File: src/rtl/dffram_read_streamer_pkg.sv
// Shared types for the DFFRAM port-1 read streamer: FSM state encoding and skid FIFO sizing.
package dffram_read_streamer_pkg;

    typedef enum logic [1:0] {
        ST_IDLE  = 2'd0,
        ST_RUN   = 2'd1,
        ST_DRAIN = 2'd2,
        ST_DONE  = 2'd3
    } state_t;

    localparam int FIFO_DEPTH = 2;
    localparam int FIFO_CNT_W = 2;

endpackage

File: src/rtl/dffram_read_streamer_skid_fifo.sv
// Two-entry skid FIFO (module stream_skid_fifo) holding RAM words plus their last flag.
// The head entry drives the stream directly; push and pop in one cycle keep the count.
module stream_skid_fifo
    import dffram_read_streamer_pkg::*;
#(
    parameter int WIDTH = 33
) (
    input  logic                  clk_i,
    input  logic                  rst_n_i,
    input  logic                  push_i,
    input  logic                  pop_i,
    input  logic [WIDTH-1:0]      din_i,
    output logic [WIDTH-1:0]      head_o,
    output logic                  full_o,
    output logic                  empty_o,
    output logic [FIFO_CNT_W-1:0] count_o
);

    localparam logic [FIFO_CNT_W-1:0] CNT_ONE  = FIFO_CNT_W'(1);
    localparam logic [FIFO_CNT_W-1:0] CNT_FULL = FIFO_CNT_W'(FIFO_DEPTH);

    logic [WIDTH-1:0]      head_q;
    logic [WIDTH-1:0]      tail_q;
    logic [FIFO_CNT_W-1:0] count_q;
    logic                  pop_ok;
    logic                  push_ok;

    assign pop_ok  = pop_i && (count_q != '0);
    assign push_ok = push_i && ((count_q != CNT_FULL) || pop_ok);

    always_ff @(posedge clk_i or negedge rst_n_i) begin
        if (!rst_n_i) begin
            head_q  <= '0;
            tail_q  <= '0;
            count_q <= '0;
        end else begin
            case ({push_ok, pop_ok})
                2'b10: begin
                    if (count_q == '0) begin
                        head_q <= din_i;
                    end else begin
                        tail_q <= din_i;
                    end
                    count_q <= count_q + CNT_ONE;
                end
                2'b01: begin
                    head_q  <= tail_q;
                    count_q <= count_q - CNT_ONE;
                end
                2'b11: begin
                    // Head leaves and the new word slots in behind whatever remains.
                    if (count_q == CNT_ONE) begin
                        head_q <= din_i;
                    end else begin
                        head_q <= tail_q;
                        tail_q <= din_i;
                    end
                end
                default: ;
            endcase
        end
    end

    assign head_o  = head_q;
    assign full_o  = (count_q == CNT_FULL);
    assign empty_o = (count_q == '0);
    assign count_o = count_q;

endmodule

File: src/rtl/dffram_read_streamer.sv
// Reads len words from DFFRAM port 1 starting at base_addr and streams them out valid/ready.
// Build macro STREAMER_WRAP_EN: burst repeats from base_addr until a start pulse stops it.
module dffram_read_streamer
    import dffram_read_streamer_pkg::*;
#(
    parameter int DATA_WIDTH = 32,
    parameter int ADDR_WIDTH = 8
) (
    input  logic                  clk_i,
    input  logic                  rst_n_i,
    input  logic                  start_i,
    input  logic [ADDR_WIDTH-1:0] base_addr_i,
    input  logic [ADDR_WIDTH:0]   len_i,
    output logic                  busy_o,
    output logic                  done_o,
    output logic                  csb1_o,
    output logic [ADDR_WIDTH-1:0] addr1_o,
    input  logic [DATA_WIDTH-1:0] dout1_i,
    output logic [DATA_WIDTH-1:0] out_data_o,
    output logic                  out_valid_o,
    input  logic                  out_ready_i,
    output logic                  out_last_o
);

    localparam logic [ADDR_WIDTH-1:0] ADDR_ONE = ADDR_WIDTH'(1);
    localparam logic [ADDR_WIDTH:0]   LEN_ONE  = (ADDR_WIDTH + 1)'(1);
    localparam logic [FIFO_CNT_W-1:0] CNT_ONE  = FIFO_CNT_W'(1);

    state_t                  state_q;
    logic [ADDR_WIDTH-1:0]   addr_q;
    logic [ADDR_WIDTH:0]     left_q;
    logic                    inflight_q;
    logic                    inflight_last_q;
`ifdef STREAMER_WRAP_EN
    logic [ADDR_WIDTH-1:0]   base_q;
    logic [ADDR_WIDTH:0]     len_q;
`endif

    logic [DATA_WIDTH:0]     fifo_head;
    logic                    fifo_full;
    logic                    fifo_empty;
    logic [FIFO_CNT_W-1:0]   fifo_count;
    logic                    pop;
    logic                    issue;
    logic                    stop_req;
    logic                    last_issue;
    logic                    drained;
    logic [2:0]              occ;

    assign pop = !fifo_empty && out_ready_i;

    // Slots already spoken for once this cycle's pop leaves: buffered words plus the read in flight.
    assign occ = {1'b0, fifo_count} + {2'b00, inflight_q} - {2'b00, pop};

`ifdef STREAMER_WRAP_EN
    assign stop_req = start_i;
`else
    assign stop_req = 1'b0;
`endif

    assign issue      = (state_q == ST_RUN) && !stop_req && (occ < 3'd2)
                        && !(fifo_full && !pop);
    assign last_issue = (left_q == LEN_ONE);
    assign drained    = !inflight_q && (fifo_empty || (pop && fifo_count == CNT_ONE));

    always_ff @(posedge clk_i or negedge rst_n_i) begin
        if (!rst_n_i) begin
            state_q         <= ST_IDLE;
            addr_q          <= '0;
            left_q          <= '0;
            inflight_q      <= 1'b0;
            inflight_last_q <= 1'b0;
`ifdef STREAMER_WRAP_EN
            base_q          <= '0;
            len_q           <= '0;
`endif
        end else begin
            inflight_q      <= issue;
            inflight_last_q <= issue && last_issue;
            case (state_q)
                ST_IDLE: begin
                    if (start_i) begin
                        addr_q <= base_addr_i;
                        left_q <= len_i;
`ifdef STREAMER_WRAP_EN
                        base_q <= base_addr_i;
                        len_q  <= len_i;
`endif
                        state_q <= (len_i == '0) ? ST_DONE : ST_RUN;
                    end
                end
                ST_RUN: begin
                    if (stop_req) begin
                        state_q <= ST_DRAIN;
                    end else if (issue) begin
                        if (last_issue) begin
`ifdef STREAMER_WRAP_EN
                            addr_q <= base_q;
                            left_q <= len_q;
`else
                            addr_q  <= addr_q + ADDR_ONE;
                            left_q  <= left_q - LEN_ONE;
                            state_q <= ST_DRAIN;
`endif
                        end else begin
                            addr_q <= addr_q + ADDR_ONE;
                            left_q <= left_q - LEN_ONE;
                        end
                    end
                end
                ST_DRAIN: begin
                    if (drained) begin
                        state_q <= ST_DONE;
                    end
                end
                ST_DONE: begin
                    state_q <= ST_IDLE;
                end
                default: state_q <= ST_IDLE;
            endcase
        end
    end

    stream_skid_fifo #(
        .WIDTH (DATA_WIDTH + 1)
    ) u_fifo (
        .clk_i   (clk_i),
        .rst_n_i (rst_n_i),
        .push_i  (inflight_q),
        .pop_i   (pop),
        .din_i   ({inflight_last_q, dout1_i}),
        .head_o  (fifo_head),
        .full_o  (fifo_full),
        .empty_o (fifo_empty),
        .count_o (fifo_count)
    );

    assign busy_o      = (state_q == ST_RUN) || (state_q == ST_DRAIN);
    assign done_o      = (state_q == ST_DONE);
    assign csb1_o      = !issue;
    assign addr1_o     = addr_q;
    assign out_valid_o = !fifo_empty;
    assign out_data_o  = fifo_head[DATA_WIDTH-1:0];
    assign out_last_o  = fifo_head[DATA_WIDTH];

endmodule

File: config.mk
export PLATFORM = sky130hd
export DESIGN_NAME = dffram_read_streamer
export DESIGN_NICKNAME = d
export VERILOG_FILES = /design/src/rtl/dffram_read_streamer_pkg.sv /design/src/rtl/dffram_read_streamer_skid_fifo.sv /design/src/rtl/dffram_read_streamer.sv
export SDC_FILE = /design/constraint.sdc
export NUM_CORES = 1
export LEC_CHECK = 0
export ABC_AREA = 1
export CORE_MARGIN = 3
export CORE_UTILIZATION = 45
export CTS_CLUSTER_DIAMETER = 100
export DETAILED_ROUTE_END_ITERATION = 10
export PLACE_DENSITY = 0.77
export SYNTH_ARGS = -nofsm -noshare
export SYNTH_HDL_FRONTEND = slang
export SYNTH_HIERARCHICAL = 1
export SYNTH_SLANG_ARGS = --single-unit
File: constraint.sdc
create_clock -name clk_i -period 2.9 [get_ports clk_i]
set_input_delay 0.58 -clock clk_i [delete_from_list [all_inputs] [get_ports clk_i]]
set_output_delay 0.58 -clock clk_i [all_outputs]
set_load 0.03 [all_outputs]
Word level (Yosys, flattened, before mapping)

Index checks and enable logic that the tools add are counted.
Widths: inputs -> output; s select.

Add/subtract/negate cells: 6
Mux-type cells: 19
Equal/unequal tests: 17
$lt $le $gt $ge: 1
Reduce and logical (&&, ||, !) cells: 29

Operators by type and width:

| kind                | count |
|---|---|
| $mux 33             | 4 |
| $pmux 33 s3         | 1 |
| $pmux 33 s2         | 1 |
| $mux 9              | 2 |
| $pmux 9 s2          | 1 |
| $mux 8              | 2 |
| $ne 2x2->1 const B  | 8 |
| $pmux 8 s2          | 1 |
| $eq 2x2->1 const B  | 5 |
| $mux 2              | 5 |
| $eq 9x1->1 const B  | 1 |
| $logic_and 1x1->1   | 9 |
| $logic_not 9->1     | 1 |
| $sub 9x1->9 const B | 1 |
| $add 8x1->8 const B | 1 |
| $pmux 2 s4          | 1 |
| $reduce_bool 2->1   | 4 |
| $eq 2x1->1 const B  | 3 |
| $reduce_and 3->1    | 2 |
| $logic_not 1->1     | 5 |
| $logic_not 2->1     | 2 |
| $pmux 2 s2          | 1 |
| $reduce_and 4->1    | 1 |
| $add 2x1->3         | 1 |
| 7 further kinds     | 9 |

Word-level logic and storage cells: 80
Flip-flop bits (word level): 89
Input port bits: 53
Output and inout port bits: 45

Logic depth before layout (Yosys ltp)

Word-level depth: 9
Mapped depth: 18
Depth with buffers taken out: 17

By module

Netlist, hierarchy kept.

Modules (own cells, without submodules):

| module               | cells an instance | area an instance (um^2) | instances |
|---|---|---|---|
| stream_skid_fifo     | 419               | 3309.4                  | 1 |
| dffram_read_streamer | 238               | 1599.0                  | 1 |

Worst setup path before layout

No wires, ideal clock.

Kind: register to register
From: register u_fifo.count_q[1], in the netlist u_fifo/count_o[1]
To: register left_q[4]
Data required time: 2780 ps
Library setup time: 120 ps
Data arrival time: 2847 ps
Path slack: -67 ps
Cell stages (with the launch flop): 17
Path through: dfrtp_1 inv_1 ha_1 inv_2 nand2_1 inv_1 ha_1 or2_2 fa_1 nand2_2 inv_2 nand3_4 nand2_4 nand2_4 buf_6 o21ai_1 nand2_1

Cells in the longest elaborated chain, start to end: 9
Elaborated cells between the ends (all ways): 14
Those cells by class: add/sub (2); order compare (1); eq/ne (2); reduce/logical (9)

RTL lines:

| what                                                 | RTL line                                               | source |
|---|---|---|
| start, declared                                      | dffram_read_streamer_skid_fifo.sv:24                   | `logic [FIFO_CNT_W-1:0] count_q;` |
| start signal, assigned                               | dffram_read_streamer_skid_fifo.sv:44                   | `count_q <= count_q + CNT_ONE;` |
| start signal, assigned                               | dffram_read_streamer_skid_fifo.sv:48                   | `count_q <= count_q - CNT_ONE;` |
| $logic_not 2->1 (*)                                  | dffram_read_streamer_skid_fifo.sv:66                   | `assign empty_o = (count_q == '0);` |
| net fifo_empty                                       | dffram_read_streamer.sv:41                             | `logic fifo_empty;` |
| $logic_not 1->1 (*)                                  | --                                                     |  |
| net out_valid_o                                      | dffram_read_streamer.sv:20                             | `output logic out_valid_o,` |
| $logic_and 1x1->1 (*)                                | dffram_read_streamer.sv:50                             | `assign pop = !fifo_empty && out_ready_i;` |
| net pop                                              | dffram_read_streamer.sv:43                             | `logic pop;` |
| $sub 3x1->3 or $logic_not 1->1 (tied branches)       | dffram_read_streamer.sv:53, dffram_read_streamer.sv:62 |  |
| $lt 3x2->1 or $logic_and 1x1->1 (tied branches)      | dffram_read_streamer.sv:61, dffram_read_streamer.sv:62 |  |
| $logic_and 1x1->1 or $logic_not 1->1 (tied branches) | dffram_read_streamer.sv:61, dffram_read_streamer.sv:62 |  |
| $logic_and 1x1->1 (*)                                | dffram_read_streamer.sv:62                             | `&& !(fifo_full && !pop);` |
| $ne 2x2->1 (no line) (*)                             | --                                                     |  |
| $reduce_and 3->1 (no line) (*)                       | --                                                     |  |
| end signal, assigned                                 | dffram_read_streamer.sv:84                             | `left_q <= len_i;` |
| end signal, assigned                                 | dffram_read_streamer.sv:102                            | `left_q <= left_q - LEN_ONE;` |
| end signal, assigned                                 | dffram_read_streamer.sv:107                            | `left_q <= left_q - LEN_ONE;` |
| end, declared                                        | dffram_read_streamer.sv:31                             | `logic [ADDR_WIDTH:0] left_q;` |

Mark *: on every way through the listed nets, which the timed path passes. The rest lies on a longest branch.
A chain may end at the register's enable or synchronous reset.

Worst setup path in the final report

From: register u_fifo.count_q[0], in the netlist u_fifo/count_o[0]
To: output csb1_o

Cells in the longest elaborated chain, start to end: 8
Elaborated cells between the ends (all ways): 13
Those cells by class: add/sub (2); order compare (1); eq/ne (1); reduce/logical (9)

RTL lines:

| what                                                 | RTL line                                               | source |
|---|---|---|
| $logic_not 2->1 (*)                                  | dffram_read_streamer_skid_fifo.sv:66                   |  |
| net fifo_empty                                       | dffram_read_streamer.sv:41                             |  |
| $logic_not 1->1 (*)                                  | dffram_read_streamer.sv:50                             |  |
| $logic_and 1x1->1 (*)                                | dffram_read_streamer.sv:50                             |  |
| net pop                                              | dffram_read_streamer.sv:43                             |  |
| $sub 3x1->3 or $logic_not 1->1 (tied branches)       | dffram_read_streamer.sv:53, dffram_read_streamer.sv:62 |  |
| $lt 3x2->1 or $logic_and 1x1->1 (tied branches)      | dffram_read_streamer.sv:61, dffram_read_streamer.sv:62 |  |
| $logic_and 1x1->1 or $logic_not 1->1 (tied branches) | dffram_read_streamer.sv:61, dffram_read_streamer.sv:62 |  |
| $logic_and 1x1->1 (*)                                | dffram_read_streamer.sv:62                             |  |
| $logic_not 1->1 (*)                                  | dffram_read_streamer.sv:140                            | `assign csb1_o = !issue;` |
| end, declared                                        | dffram_read_streamer.sv:16                             | `output logic csb1_o,` |

Marks and branches as above.

==> results_dict.tcl <==
set metrics [dict create \
    total_power_mw 7.42 \
    port_buffers 97 \
    path_delay_family "adder cells" \
    layout_common_cells "nand2_1 (262), clkdlybuf4s50_1 (94), nand3_1 (89), dfrtp_1 (89), inv_1 (64)" \
    grt_usage_pct 19.8 \
    layout_commonest_cell "nand2_1" \
    dp_hpwl_um 8100 \
    grt_pass1_wl_um 20600 \
    cap_violations 0 \
    cp-start-kind "flop" \
    n_antenna_cell 0 \
    crit_slowest_cell "fa_1" \
    seq_power_share_pct 29.7 \
    p_leak_nw 3.31 \
    die_w_um 110 \
    grt-busiest-layer "met2" \
    rsz0062_at_grt "true" \
    met3_usage_pct 4.33 \
    hp-class "in -> async" \
    internal-power_mw 3.94 \
    drive_gt1_share_pct 9.15 \
    period_minus_slack_ns 3.00 \
    io_pins 98 \
    crit_chain "inv_2, ha_4, inv_4, nand2_2, inv_2, ha_4, or2_4, fa_1, nand2_2, inv_2, nand3_4, buf_6" \
    crit_buf_inv 5 \
    viasPerCell 5.01 \
    max_freq_ghz 0.334 \
    drc 0 \
    fp.coreArea_um2 10500 \
    synthCells 657 \
    fin_skew_ns 0.00983 \
    synth-seq-cells 89 \
    numCtsBuffers 9 \
    maxSlewViolCount 0 \
    combPwrFrac_pct 58.9 \
    fin_nets 826 \
    worst_slack_ns -0.0958 \
    synth_top_area_share_pct 45.4 \
    ir_worst_vdd_mv 0.787 \
    status "finished, violations left" \
    cts_tree "done" \
    finalCritPeriodShare_pct 103 \
    holdBufCountCts 0 \
    met2_usage_pct 32.7 \
    htreeDepth 3 \
    fp.dieH_um 110 \
    clk_pin_slew_worst_paths_ns 0.08 \
    path_max_fanout 3 \
    yosysWarnings 6 \
    crit_required_ns 2.32 \
    met1_usage_pct 27.1 \
    drtIter0Drc 289 \
    clockPowerShare_pct 11.4 \
    vias 4512 \
    rows 37 \
    synth_nets 723 \
    place_congestion 0.844 \
    grt_antenna_before_repair 0 \
    start_util_pct 46.9 \
    worst_slew_pin_slew_ns 0.675 \
    powerDensity_nw_per_um2 1170 \
    end_kind "output port" \
    slew_headroom_pct 55.0 \
    netlist_area_um2 4910 \
    dieArea_um2 12200 \
    p_sw_mw 3.48 \
    netlist_top_cells_area "dfrtp_1 (45%), nand2_1 (20%), nand3_1 (9.1%)" \
    setup_viol 1 \
    cp_slowest_stage_delay_ns 0.53 \
    cts_root_buf "clkbuf_8" \
    worstSetupPathType "reg -> out" \
    dr.pass1.iters 4 \
    syn2layout_area_growth_pct 29.4 \
    overflow 0 \
    first_global_vias 4349 \
    wl_um 12000 \
    grt_start_max_net_pins 53 \
    syn_avg_cell_area_um2 7.47 \
    path_common_cell "inv_2" \
    yosysUniqueCellTypes 26 \
    worstSkewPairLatency_ns 0.35 \
    drtAntennaViolNets 0 \
    wl_per_cell_um 13.3 \
    clock_sinks 89 \
    cts_buffer_depth 2 \
    switching_share_pct 46.9 \
    critPathArrivalTime_ns 2.42 \
    final-hold-violation-count 0 \
    seq_area_frac_synth_pct 45.4 \
    timing.hold.ws_ns 0.274 \
    failed_checks "negative setup slack" \
    final.fill_count 946 \
    yosysTopAreaCell "dfrtp_1" \
]
## cell usage after synthesis
library cell    n
nand3_4         1
nor2_4          3
o21bai_1        1
ha_1           12
nand2_4         3
a21oi_1         3
nand2_1       263
clkbuf_1       12
nand3_2         1
fa_1            1
nand3_1        89
nand4_1         4
buf_6           2
dfrtp_1        89
nor2_1         19
nand3b_1       33
o21ai_0        18
or2_2           5
o21ai_1         3
inv_2           4
nand2_2         6
inv_1          67
buf_2          15
buf_8           1
mux2i_1         1
inv_6           1
## registers in the layout, summed over array words and instances (netlist names)
register and cells:
addr1_o 8, inflight_last_q 1, inflight_q 1, state_q 2, u_fifo/head_o 33, u_fifo/tail_q 33
left_q 9, u_fifo/count_o 2
## final timing paths
| kind | from | endpoint | slack (ns) | cells after the start |
|---|---|---|---|---|
| worst min register to register | u_fifo/tail_q[3] | u_fifo/tail_q[3] | 0.47 | 2 |
| worst max-delay path | u_fifo/count_o[0] | csb1_o | -0.1 | 12 |
| worst max register to register | u_fifo/count_o[0] | addr1_o[1] | 0.13 | 18 |
| min in group clk_i | u_fifo/tail_q[3] | u_fifo/tail_q[3] | 0.47 | 2 |
| worst min-delay path | rst_n_i | u_fifo/head_o[1] | 0.27 | 1 |
| max in group asynchronous | rst_n_i | addr1_o[1] | 1.98 | 2 |
## timing repair
action,CTS,global route
buffers inserted,3,6
gates resized for setup,9,8
cloned,0,3
pin swaps,5,4
setup endpoints to repair,4,16
## power groups by stage
| stage | Combinational, mW | Clock (mW) | Sequential (mW) |
|---|---|---|---|
| after global routing | 4.86 | 0.913 | 2.29 |
| after global placement | 3.97 | 0 | 2.19 |
| after detailed placement | 4.08 | 0 | 2.22 |
| final | 4.37 | 0.843 | 2.21 |
| after floorplan | 2.33 | 0 | 2.70 |
| after CTS | 4.17 | 0.859 | 2.20 |
## per-stage QoR
| stage | setup TNS [ns] | utilization (%) | std cells | area [um^2] | setup slack [ns] |
|---|---|---|---|---|---|
| 4_1_cts | -0.158 | 59.7 | 893 | 6250 | -0.158 |
| 3_3_place_gp | -2.88 | 57.4 | 874 | 6010 | -0.227 |
| 5_1_grt | -0.197 | 60.7 | 901 | 6350 | -0.194 |
| 3_5_place_dp | -4.93 | 57.4 | 874 | 6010 | -0.305 |
| 6_report | -0.0958 | 60.7 | 901 | 6350 | -0.0958 |
| 2_1_floorplan | 0 | - | 657 | 4910 | 0.0147 |
## area by class of cell
cell class / count / area [um^2] / share of cell area, %
repair inverters: 2 / 17.5 / 0.276
inverters: 72 / 285 / 4.49
clock inverters: 3 / 40.0 / 0.630
repair buffers: 119 / 1150 / 18.0
flip-flops and latches: 89 / 2230 / 35.1
multi-input cells: 467 / 2320 / 36.5
well taps: 136 / 170 / 2.68
clock buffers: 13 / 149 / 2.34
## kinds of logic (layout without fill, tap and decap cells)
family,count (synthesis),count (layout),synth area share (%)
fa+ha+maj,13,13,3.47
mux,1,1,0.204
flops,89,89,45.4
buf+inv,102,209,8.82
compound gates,25,25,2.60
simple gates,427,428,39.5
## layer usage
metal	share of wire, %	up-vias	routed length [um]
met1	46	2109	5470
met5	0	-	0
met2	48	125	5740
met3	5.9	8	713
met4	0.67	0	81
li1	-	2270	-
Power figures use the tool's default switching activity.
